--- src/rtl/pipe_datapath_if.sv ---
`default_nettype none
// ============================================================================
// Module   : pipe_datapath_if
// Brief    : Memory and probe bundle between pipe_datapath and its environment.
// Revision : 1.0 - initial release
// ============================================================================
interface pipe_datapath_if #(
    parameter int DATA_W = 32,
    parameter int PC_W   = 32
);
    logic [PC_W-1:0]   imem_addr;
    logic [31:0]       imem_rdata;
    logic [DATA_W-1:0] dmem_addr;
    logic [DATA_W-1:0] dmem_wdata;
    logic              dmem_we;
    logic [DATA_W-1:0] dmem_rdata;
    logic [PC_W-1:0]   pc;
    logic              stall;
    logic              flush;
    logic              wb_we;
    logic [4:0]        wb_dest;
    logic [DATA_W-1:0] wb_data;
    logic [31:0]       instret;

    modport master (
        output imem_addr, dmem_addr, dmem_wdata, dmem_we,
        output pc, stall, flush, wb_we, wb_dest, wb_data, instret,
        input  imem_rdata, dmem_rdata
    );

    modport slave (
        input  imem_addr, dmem_addr, dmem_wdata, dmem_we,
        input  pc, stall, flush, wb_we, wb_dest, wb_data, instret,
        output imem_rdata, dmem_rdata
    );
endinterface
`default_nettype wire

--- src/rtl/pipe_datapath.sv ---
`default_nettype none
// ============================================================================
// Module   : pipe_datapath
// Brief    : Five-stage MIPS-subset pipeline with optional ID-stage forwarding,
//            load-use interlock and branch/jump redirect; memories are external.
// Revision : 1.0 - initial release
// ============================================================================
module pipe_datapath #(
    parameter int              DATA_W   = 32,
    parameter int              PC_W     = 32,
    parameter logic [PC_W-1:0] RESET_PC = '0,
    parameter int              FWD_EN   = 1
) (
    input wire              clk,
    input wire              rst,
    pipe_datapath_if.master bus
);

    localparam logic [5:0] c_OP_RTYPE = 6'h00;
    localparam logic [5:0] c_OP_ADDI  = 6'h08;
    localparam logic [5:0] c_OP_LW    = 6'h23;
    localparam logic [5:0] c_OP_SW    = 6'h2B;
    localparam logic [5:0] c_OP_BEQ   = 6'h04;
    localparam logic [5:0] c_OP_BNE   = 6'h05;
    localparam logic [5:0] c_OP_J     = 6'h02;
    localparam logic [5:0] c_FN_ADD   = 6'h20;
    localparam logic [5:0] c_FN_SUB   = 6'h22;
    localparam logic [5:0] c_FN_AND   = 6'h24;
    localparam logic [5:0] c_FN_OR    = 6'h25;
    localparam logic [5:0] c_FN_SLT   = 6'h2A;
    localparam logic [PC_W-1:0] c_J_MASK = PC_W'(28'hFFF_FFFF);

    typedef enum logic [2:0] {
        ALU_ADD = 3'd0,
        ALU_SUB = 3'd1,
        ALU_AND = 3'd2,
        ALU_OR  = 3'd3,
        ALU_SLT = 3'd4
    } alu_op_t;

    typedef struct packed {
        logic            valid;
        logic [31:0]     instr;
        logic [PC_W-1:0] pc4;
    } ifid_t;

    typedef struct packed {
        logic              valid;
        logic              wreg;
        logic              wmem;
        logic              load;
        logic              aluimm;
        logic              beq;
        logic              bne;
        alu_op_t           aluop;
        logic [DATA_W-1:0] a;
        logic [DATA_W-1:0] b;
        logic [DATA_W-1:0] imm;
        logic [15:0]       off;
        logic [4:0]        dest;
        logic [PC_W-1:0]   pc4;
    } idex_t;

    typedef struct packed {
        logic              valid;
        logic              wreg;
        logic              wmem;
        logic              load;
        logic [DATA_W-1:0] res;
        logic [DATA_W-1:0] sdata;
        logic [4:0]        dest;
    } exmem_t;

    typedef struct packed {
        logic              valid;
        logic              wreg;
        logic [4:0]        dest;
        logic [DATA_W-1:0] data;
    } memwb_t;

    logic [PC_W-1:0]   pc_q, pc_d;
    ifid_t             ifid_q, ifid_d;
    idex_t             idex_q, idex_d;
    exmem_t            exmem_q, exmem_d;
    memwb_t            memwb_q, memwb_d;
    logic [31:0]       instret_q, instret_d;
    logic [DATA_W-1:0] rf_q [32];

    logic [5:0]        w_op, w_funct;
    logic [4:0]        w_rs, w_rt, w_rd, w_dest;
    logic [15:0]       w_imm16;
    logic [DATA_W-1:0] w_imm_ext;
    logic              w_wreg, w_wmem, w_load, w_aluimm, w_beq, w_bne, w_jmp, w_use_rt;
    alu_op_t           w_aluop;
    logic [DATA_W-1:0] w_rf_rs, w_rf_rt, w_src_a, w_src_b;
    logic              w_wb_we, w_ex_wr, w_mem_wr;
    logic              w_ex_hit_rs, w_ex_hit_rt, w_mem_hit_rs, w_mem_hit_rt;
    logic [DATA_W-1:0] w_mem_val;
    logic              w_stall_raw, w_jmp_id, w_br_taken;
    logic [DATA_W-1:0] w_alu_b, w_alu_res;
    logic [PC_W-1:0]   w_pc_plus4, w_br_target, w_j_target;

    // ---------------- ID: decode ----------------
    always_comb begin
        w_op      = ifid_q.instr[31:26];
        w_rs      = ifid_q.instr[25:21];
        w_rt      = ifid_q.instr[20:16];
        w_rd      = ifid_q.instr[15:11];
        w_funct   = ifid_q.instr[5:0];
        w_imm16   = ifid_q.instr[15:0];
        w_imm_ext = {{(DATA_W-16){w_imm16[15]}}, w_imm16};
        w_wreg    = 1'b0;
        w_wmem    = 1'b0;
        w_load    = 1'b0;
        w_aluimm  = 1'b0;
        w_beq     = 1'b0;
        w_bne     = 1'b0;
        w_jmp     = 1'b0;
        w_use_rt  = 1'b0;
        w_aluop   = ALU_ADD;
        w_dest    = w_rt;
        case (w_op)
            c_OP_RTYPE: begin
                w_use_rt = 1'b1;
                w_dest   = w_rd;
                case (w_funct)
                    c_FN_ADD: begin w_wreg = 1'b1; w_aluop = ALU_ADD; end
                    c_FN_SUB: begin w_wreg = 1'b1; w_aluop = ALU_SUB; end
                    c_FN_AND: begin w_wreg = 1'b1; w_aluop = ALU_AND; end
                    c_FN_OR:  begin w_wreg = 1'b1; w_aluop = ALU_OR;  end
                    c_FN_SLT: begin w_wreg = 1'b1; w_aluop = ALU_SLT; end
                    default:  ;
                endcase
            end
            c_OP_ADDI: begin w_wreg = 1'b1; w_aluimm = 1'b1; end
            c_OP_LW:   begin w_wreg = 1'b1; w_aluimm = 1'b1; w_load = 1'b1; end
            c_OP_SW:   begin w_wmem = 1'b1; w_aluimm = 1'b1; w_use_rt = 1'b1; end
            c_OP_BEQ:  begin w_beq = 1'b1; w_use_rt = 1'b1; end
            c_OP_BNE:  begin w_bne = 1'b1; w_use_rt = 1'b1; end
            c_OP_J:    w_jmp = 1'b1;
            default:   ;
        endcase
    end

    // Register file is write-first: the retiring WB value bypasses the array.
    always_comb begin
        w_wb_we = memwb_q.valid & memwb_q.wreg & (memwb_q.dest != 5'd0) & ~rst;
        w_rf_rs = (w_wb_we && memwb_q.dest == w_rs) ? memwb_q.data : rf_q[w_rs];
        w_rf_rt = (w_wb_we && memwb_q.dest == w_rt) ? memwb_q.data : rf_q[w_rt];
        if (w_rs == 5'd0) w_rf_rs = '0;
        if (w_rt == 5'd0) w_rf_rt = '0;
        w_ex_wr      = idex_q.valid & idex_q.wreg & (idex_q.dest != 5'd0);
        w_mem_wr     = exmem_q.valid & exmem_q.wreg & (exmem_q.dest != 5'd0);
        w_ex_hit_rs  = w_ex_wr & (idex_q.dest == w_rs);
        w_ex_hit_rt  = w_ex_wr & (idex_q.dest == w_rt);
        w_mem_hit_rs = w_mem_wr & (exmem_q.dest == w_rs);
        w_mem_hit_rt = w_mem_wr & (exmem_q.dest == w_rt);
        w_mem_val    = exmem_q.load ? bus.dmem_rdata : exmem_q.res;
    end

    generate
        if (FWD_EN != 0) begin : g_fwd
            always_comb begin
                w_src_a = w_rf_rs;
                w_src_b = w_rf_rt;
                if (w_mem_hit_rs) w_src_a = w_mem_val;
                if (w_mem_hit_rt) w_src_b = w_mem_val;
                if (w_ex_hit_rs && !idex_q.load) w_src_a = w_alu_res;
                if (w_ex_hit_rt && !idex_q.load) w_src_b = w_alu_res;
                w_stall_raw = ifid_q.valid & idex_q.load &
                              (w_ex_hit_rs | (w_use_rt & w_ex_hit_rt));
            end
        end else begin : g_interlock
            always_comb begin
                w_src_a     = w_rf_rs;
                w_src_b     = w_rf_rt;
                w_stall_raw = ifid_q.valid &
                              (w_ex_hit_rs | w_mem_hit_rs |
                               (w_use_rt & (w_ex_hit_rt | w_mem_hit_rt)));
            end
        end
    endgenerate

    // ---------------- EXE: ALU and branch resolution ----------------
    always_comb begin
        w_alu_b = idex_q.aluimm ? idex_q.imm : idex_q.b;
        case (idex_q.aluop)
            ALU_SUB: w_alu_res = idex_q.a - w_alu_b;
            ALU_AND: w_alu_res = idex_q.a & w_alu_b;
            ALU_OR:  w_alu_res = idex_q.a | w_alu_b;
            ALU_SLT: w_alu_res = {{(DATA_W-1){1'b0}}, ($signed(idex_q.a) < $signed(w_alu_b))};
            default: w_alu_res = idex_q.a + w_alu_b;
        endcase
        w_br_taken  = idex_q.valid & ((idex_q.beq & (idex_q.a == idex_q.b)) |
                                      (idex_q.bne & (idex_q.a != idex_q.b)));
        w_br_target = idex_q.pc4 + {{(PC_W-18){idex_q.off[15]}}, idex_q.off, 2'b00};
        w_jmp_id    = ifid_q.valid & w_jmp;
        w_j_target  = (ifid_q.pc4 & ~c_J_MASK) | PC_W'({ifid_q.instr[25:0], 2'b00});
        w_pc_plus4  = pc_q + PC_W'(4);
    end

    // ---------------- next-state for all pipeline registers ----------------
    always_comb begin
        pc_d         = w_pc_plus4;
        ifid_d.valid = 1'b1;
        ifid_d.instr = bus.imem_rdata;
        ifid_d.pc4   = w_pc_plus4;

        idex_d = '0;
        if (ifid_q.valid) begin
            idex_d.valid  = 1'b1;
            idex_d.wreg   = w_wreg;
            idex_d.wmem   = w_wmem;
            idex_d.load   = w_load;
            idex_d.aluimm = w_aluimm;
            idex_d.beq    = w_beq;
            idex_d.bne    = w_bne;
            idex_d.aluop  = w_aluop;
            idex_d.a      = w_src_a;
            idex_d.b      = w_src_b;
            idex_d.imm    = w_imm_ext;
            idex_d.off    = w_imm16;
            idex_d.dest   = w_dest;
            idex_d.pc4    = ifid_q.pc4;
        end

        exmem_d.valid = idex_q.valid;
        exmem_d.wreg  = idex_q.wreg;
        exmem_d.wmem  = idex_q.wmem;
        exmem_d.load  = idex_q.load;
        exmem_d.res   = w_alu_res;
        exmem_d.sdata = idex_q.b;
        exmem_d.dest  = idex_q.dest;

        memwb_d.valid = exmem_q.valid;
        memwb_d.wreg  = exmem_q.wreg;
        memwb_d.dest  = exmem_q.dest;
        memwb_d.data  = w_mem_val;

        instret_d = instret_q + 32'(memwb_q.valid);

        // A taken branch overrides any stall or jump seen in ID this cycle.
        if (w_br_taken) begin
            pc_d   = w_br_target;
            ifid_d = '0;
            idex_d = '0;
        end else if (w_stall_raw) begin
            pc_d   = pc_q;
            ifid_d = ifid_q;
            idex_d = '0;
        end else if (w_jmp_id) begin
            pc_d   = w_j_target;
            ifid_d = '0;
        end
    end

    always_ff @(posedge clk) begin
        if (rst) begin
            pc_q      <= RESET_PC;
            ifid_q    <= '0;
            idex_q    <= '0;
            exmem_q   <= '0;
            memwb_q   <= '0;
            instret_q <= '0;
        end else begin
            pc_q      <= pc_d;
            ifid_q    <= ifid_d;
            idex_q    <= idex_d;
            exmem_q   <= exmem_d;
            memwb_q   <= memwb_d;
            instret_q <= instret_d;
        end
    end

    always_ff @(posedge clk) begin
        if (w_wb_we) rf_q[memwb_q.dest] <= memwb_q.data;
    end

    assign bus.imem_addr  = pc_q;
    assign bus.pc         = pc_q;
    assign bus.dmem_addr  = exmem_q.res;
    assign bus.dmem_wdata = exmem_q.sdata;
    assign bus.dmem_we    = exmem_q.valid & exmem_q.wmem & ~rst;
    assign bus.stall      = w_stall_raw & ~w_br_taken;
    assign bus.flush      = w_br_taken | (w_jmp_id & ~w_stall_raw);
    assign bus.wb_we      = w_wb_we;
    assign bus.wb_dest    = memwb_q.dest;
    assign bus.wb_data    = memwb_q.data;
    assign bus.instret    = instret_q;

endmodule
`default_nettype wire

--- src/flat_wrapper.sv ---
// flat-port wrapper written by rule: the top's interface ports become plain ports
module pipe_datapath_flat 
#(
    parameter int              DATA_W   = 32,
    parameter int              PC_W     = 32,
    parameter logic [PC_W-1:0] RESET_PC = '0,
    parameter int              FWD_EN   = 1
)
  (clk, rst, bus_imem_addr, bus_dmem_addr, bus_dmem_wdata, bus_dmem_we, bus_pc, bus_stall, bus_flush, bus_wb_we, bus_wb_dest, bus_wb_data, bus_instret, bus_imem_rdata, bus_dmem_rdata);
  pipe_datapath_if #(.DATA_W(DATA_W), .PC_W(PC_W)) bus_i ();
  input wire clk;
  input wire rst;
  output wire logic [$bits(bus_i.imem_addr)-1:0] bus_imem_addr;
  output wire logic [$bits(bus_i.dmem_addr)-1:0] bus_dmem_addr;
  output wire logic [$bits(bus_i.dmem_wdata)-1:0] bus_dmem_wdata;
  output wire logic [$bits(bus_i.dmem_we)-1:0] bus_dmem_we;
  output wire logic [$bits(bus_i.pc)-1:0] bus_pc;
  output wire logic [$bits(bus_i.stall)-1:0] bus_stall;
  output wire logic [$bits(bus_i.flush)-1:0] bus_flush;
  output wire logic [$bits(bus_i.wb_we)-1:0] bus_wb_we;
  output wire logic [$bits(bus_i.wb_dest)-1:0] bus_wb_dest;
  output wire logic [$bits(bus_i.wb_data)-1:0] bus_wb_data;
  output wire logic [$bits(bus_i.instret)-1:0] bus_instret;
  input wire logic [$bits(bus_i.imem_rdata)-1:0] bus_imem_rdata;
  input wire logic [$bits(bus_i.dmem_rdata)-1:0] bus_dmem_rdata;
  assign bus_imem_addr = bus_i.imem_addr;
  assign bus_dmem_addr = bus_i.dmem_addr;
  assign bus_dmem_wdata = bus_i.dmem_wdata;
  assign bus_dmem_we = bus_i.dmem_we;
  assign bus_pc = bus_i.pc;
  assign bus_stall = bus_i.stall;
  assign bus_flush = bus_i.flush;
  assign bus_wb_we = bus_i.wb_we;
  assign bus_wb_dest = bus_i.wb_dest;
  assign bus_wb_data = bus_i.wb_data;
  assign bus_instret = bus_i.instret;
  assign bus_i.imem_rdata = bus_imem_rdata;
  assign bus_i.dmem_rdata = bus_dmem_rdata;
  pipe_datapath #(.DATA_W(DATA_W), .PC_W(PC_W), .RESET_PC(RESET_PC), .FWD_EN(FWD_EN)) u_core (.clk(clk), .rst(rst), .bus(bus_i));
endmodule
--- config.mk ---
export PLATFORM = sky130hd
export DESIGN_NAME = pipe_datapath_flat
export DESIGN_NICKNAME = d
export VERILOG_FILES = /design/src/rtl/pipe_datapath_if.sv /design/src/rtl/pipe_datapath.sv /design/src/flat_wrapper.sv
export SDC_FILE = /design/constraint.sdc
export NUM_CORES = 2
export LEC_CHECK = 0
export CORE_MARGIN = 5
export CORE_UTILIZATION = 56
export DETAILED_ROUTE_END_ITERATION = 8
export DONT_BUFFER_PORTS = 1
export PLACE_DENSITY = 0.78
export SLEW_MARGIN = 10
export SYNTH_ARGS = -nofsm -noshare
export SYNTH_HDL_FRONTEND = slang
export SYNTH_SLANG_ARGS = --single-unit
--- constraint.sdc ---
create_clock -name clk -period 3.9 [get_ports clk]
set_input_delay 0.78 -clock clk [delete_from_list [all_inputs] [get_ports clk]]
set_output_delay 0.78 -clock clk [all_outputs]
set_load 0.05 [all_outputs]
==> qor.txt <==
Area of the die = 132000 µm²
Top post-synthesis cells by area = edfxtp_1 (44%), mux4_2 (20%), dfxtp_1 (11%)
Power Total = 34.8 mW
Status = finished, final reports clean
Max_cap viols = 0
Synth area leader = edfxtp_1
Top layer in use = met5
Total iterations of the first detailed-routing run = 9
Yosys warns = 0
Compound-Gate Fraction of Synth Area = 7.49%
Reg2Reg Capture Point = u_core.exmem_d[34]
Synth top cells by count = edfxtp_1 (1024), mux4_2 (623), dfxtp_1 (378)
Routed Antenna Nets = 0
Leakage = 27.1 nW
Via-to-Cell Ratio = 7.10
Post-Route WL = 230000 µm
Worst setup startpoint = u_core.exmem_d[0]
Post-synth EDFFs = 1024
Adder-Cell Fraction of Synth Area = 2.70%
Final instance area = 78700 µm²
# DRC = 0
Seq/Total Area, Yosys = 54.9%
Synth Area in XOR/XNOR = 2.17%
Int Pwr = 26.0 mW
Die width = 363 µm
Synthesized area = 69800 µm²
Number of global-route vias before repair = 46.8k
Headroom to the max-slew limit = 23.2%
Bufs on Longest Clock Path = 3
Most frequent cell after synthesis = edfxtp_1
Fin crit share = 97.3%
Met3 Routed Length = 30800 µm
Via count = 47.6k
Routed length on met1 = 76900 µm
Largest family of logic cells by synthesized area = multiplexers
Flop pwr share = 47.7%
Startpoint class of the critical path = register
Syn avg cell area = 14.4 µm²
Initial Util = 56.4%
Row count = 129
Reg2Reg Depth = 17
Synth top area share = 44.1%
Async SR Flop Fraction = 0%
I/O Pins = 267
Final setup violation count = 0
Final Non-Filler Cells = 6698
Placed cell area = 73300 µm²
Routability Congestion = 0.992
# H-tree levels = 4
#FFs+latches synth = 1402
Largest net degree at the start of global routing = 178
Fin util = 63.6%
Fin Hold WS = 0.0783 ns
Tightest Pin Transition = 1.15 ns
Worst hold path type = input pin to register
Worst Setup End Kind = output port
Final Hold Vio Count = 0
Highest Clock Rate = 263 MHz
Worst Path Arrival = 3.02 ns
Simple-Gate Fraction of Synth Area = 6.33%
Post-CTS Hold Buffers = 0
Met2 wire length = 107000 µm
TritonCTS clock tree = done
Final Max Slew Viols = 0
Post-Place Cells = 6417
Num CTS Buffers = 147
Area Growth Syn to Fin = 12.7%
Initial antenna violation count = 14
First-pass GRT wire length = 328000 µm
Ys flop type = edfxtp_1
Final min period = 3.80 ns
R2r startpoint = u_core.idex_q[154]
PD cells = 442 nW/µm²
Fraction of layout cells with a size suffix above 1 = 27.7%
Clock Skew = 0.0458 ns
End point of the critical path = bus_flush
Psw = 8.82 mW
Layout filler cell count = 8517
Worst path required time = 3.12 ns
Reg2Reg Setup Slack = 0.11 ns
Port Buffers = 0
Worst-Skew Late Latency = 0.81 ns
Clk pin slew, worst setup/hold paths = 0.06 ns
Root Buffer = clkbuf_16
Gate power share = 10.9%
Core area = 124000 µm²
Peak VDD IR = 0.446 mV
Max FO, Critical Path = 5
Mux cell area share after synthesis = 22.2%
Initial DRC count = 7325
Gate Count Post-Synth = 4862
Setup CP Type = register to output port
Routed WL per cell = 34.3 µm
Sink Count = 1402
Yosys cell types = 98
Total grt overflow = 0
Layout net count = 5147
Sw Share = 25.3%
Dpl hpwl = 145000 µm
Clock power frac = 41.3%
DIE HEIGHT = 363 µm
Total track usage = 34.4%
[worst max-delay path, stage by stage (launching register included)]
cell and delay, ns:
dfxtp_1 0.36, or4_1 0.52, o211ai_1 0.28, nor4_1 0.12, nand3_1 0.24, o21ai_2 0.14, nand3_4 0.14, a21oi_2 0.07
buf_4 0.15, inv_1 0.06, buf_6 0.15
[logic make-up after synthesis]
family,after synthesis
buffers and inverters,608
DFF,1402
xor gates and xnor gates,173
AOI/OAI and AO/OA,813
adders and majority gates,149
muxes,768
other,1
and+or+nand+nor,948
[repair_timing]
item,in CTS,in global routing
pin swaps,8,16
resized for setup,31,81
setup endpoints to repair,10,41
setup buffers,2,4
[worst min-delay path by stage]
stage | start | cells after the start | end
6_report | rst | 1 | u_core.bus.imem_addr[1]
5_1_grt | rst | 1 | u_core.bus.imem_addr[20]
4_1_cts | rst | 1 | u_core.bus.imem_addr[1]
3_5_place_dp | u_core.exmem_d[70] | 1 | u_core.exmem_q[70]
3_3_place_gp | u_core.exmem_d[70] | 1 | u_core.exmem_q[70]
2_1_floorplan | u_core.exmem_d[70] | 1 | u_core.exmem_q[70]
[registers in the layout (all words and copies together), names as in the netlist, named ones only]
name and flops:
u_core.bus.dmem_wdata 32, u_core.bus.dmem_addr 32, u_core.bus.instret 32, u_core.rf_q 1024, u_core.idex_q 86, u_core.ifid_q 65, u_core.memwb_q 2, u_core.exmem_d 41
u_core.bus.wb_dest 5, u_core.exmem_q 9, u_core.bus.imem_addr 32, u_core.bus.wb_data 32
[layout by cell type, fill, tap and decap left out, types with 55 or more instances in the layout]
master	count
xnor2_1	74
clkbuf_16	148
a211oi_1	69
buf_12	58
a21oi_1	292
nor2b_1	55
and2_1	57
xor2_1	96
mux2i_1	127
mux4_2	623
nand3_1	96
nand2_1	198
ha_1	140
dfxtp_1	315
edfxtp_1	1024
o21ai_0	149
inv_1	139
nor2_1	330
buf_4	295
[area by class of cell]
class	instances	area [µm²]	area share (%)
antenna	8	20.0	0.0254
clock buffer	187	3950	5.02
clock inverter	83	946	1.20
inverter	142	533	0.677
multi-input combinational	2883	29300	37.3
sequential	1402	38400	48.8
tap	1637	2050	2.60
timing repair buffer	356	3410	4.33
[routing by layer]
layer	global-route usage (%)	vias to the layer above
li1	-	19001
met1	42.9	23644
met3	10.4	849
met4	18.9	4
met2	54.2	4078
met5	0	-
[power groups by stage]
stage          clock (mW)  sequential [mW]  combinational [mW]
3_3_place_gp            0             16.9                3.55
3_5_place_dp            0             16.9                3.59
5_1_grt              15.1             16.6                3.99
6_report             14.4             16.6                3.81
4_1_cts              14.5             16.6                3.65
2_1_floorplan           0             16.6                2.62
[through the flow]
step	TNS (ns)	setup slack, ns
2_1_floorplan	0	0.0347
3_3_place_gp	0	0.0420
3_5_place_dp	-0.00578	-0.00578
4_1_cts	-0.0318	-0.0318
5_1_grt	-0.255	-0.102
6_report	0	0.104
Power figures use the tool's default switching activity.
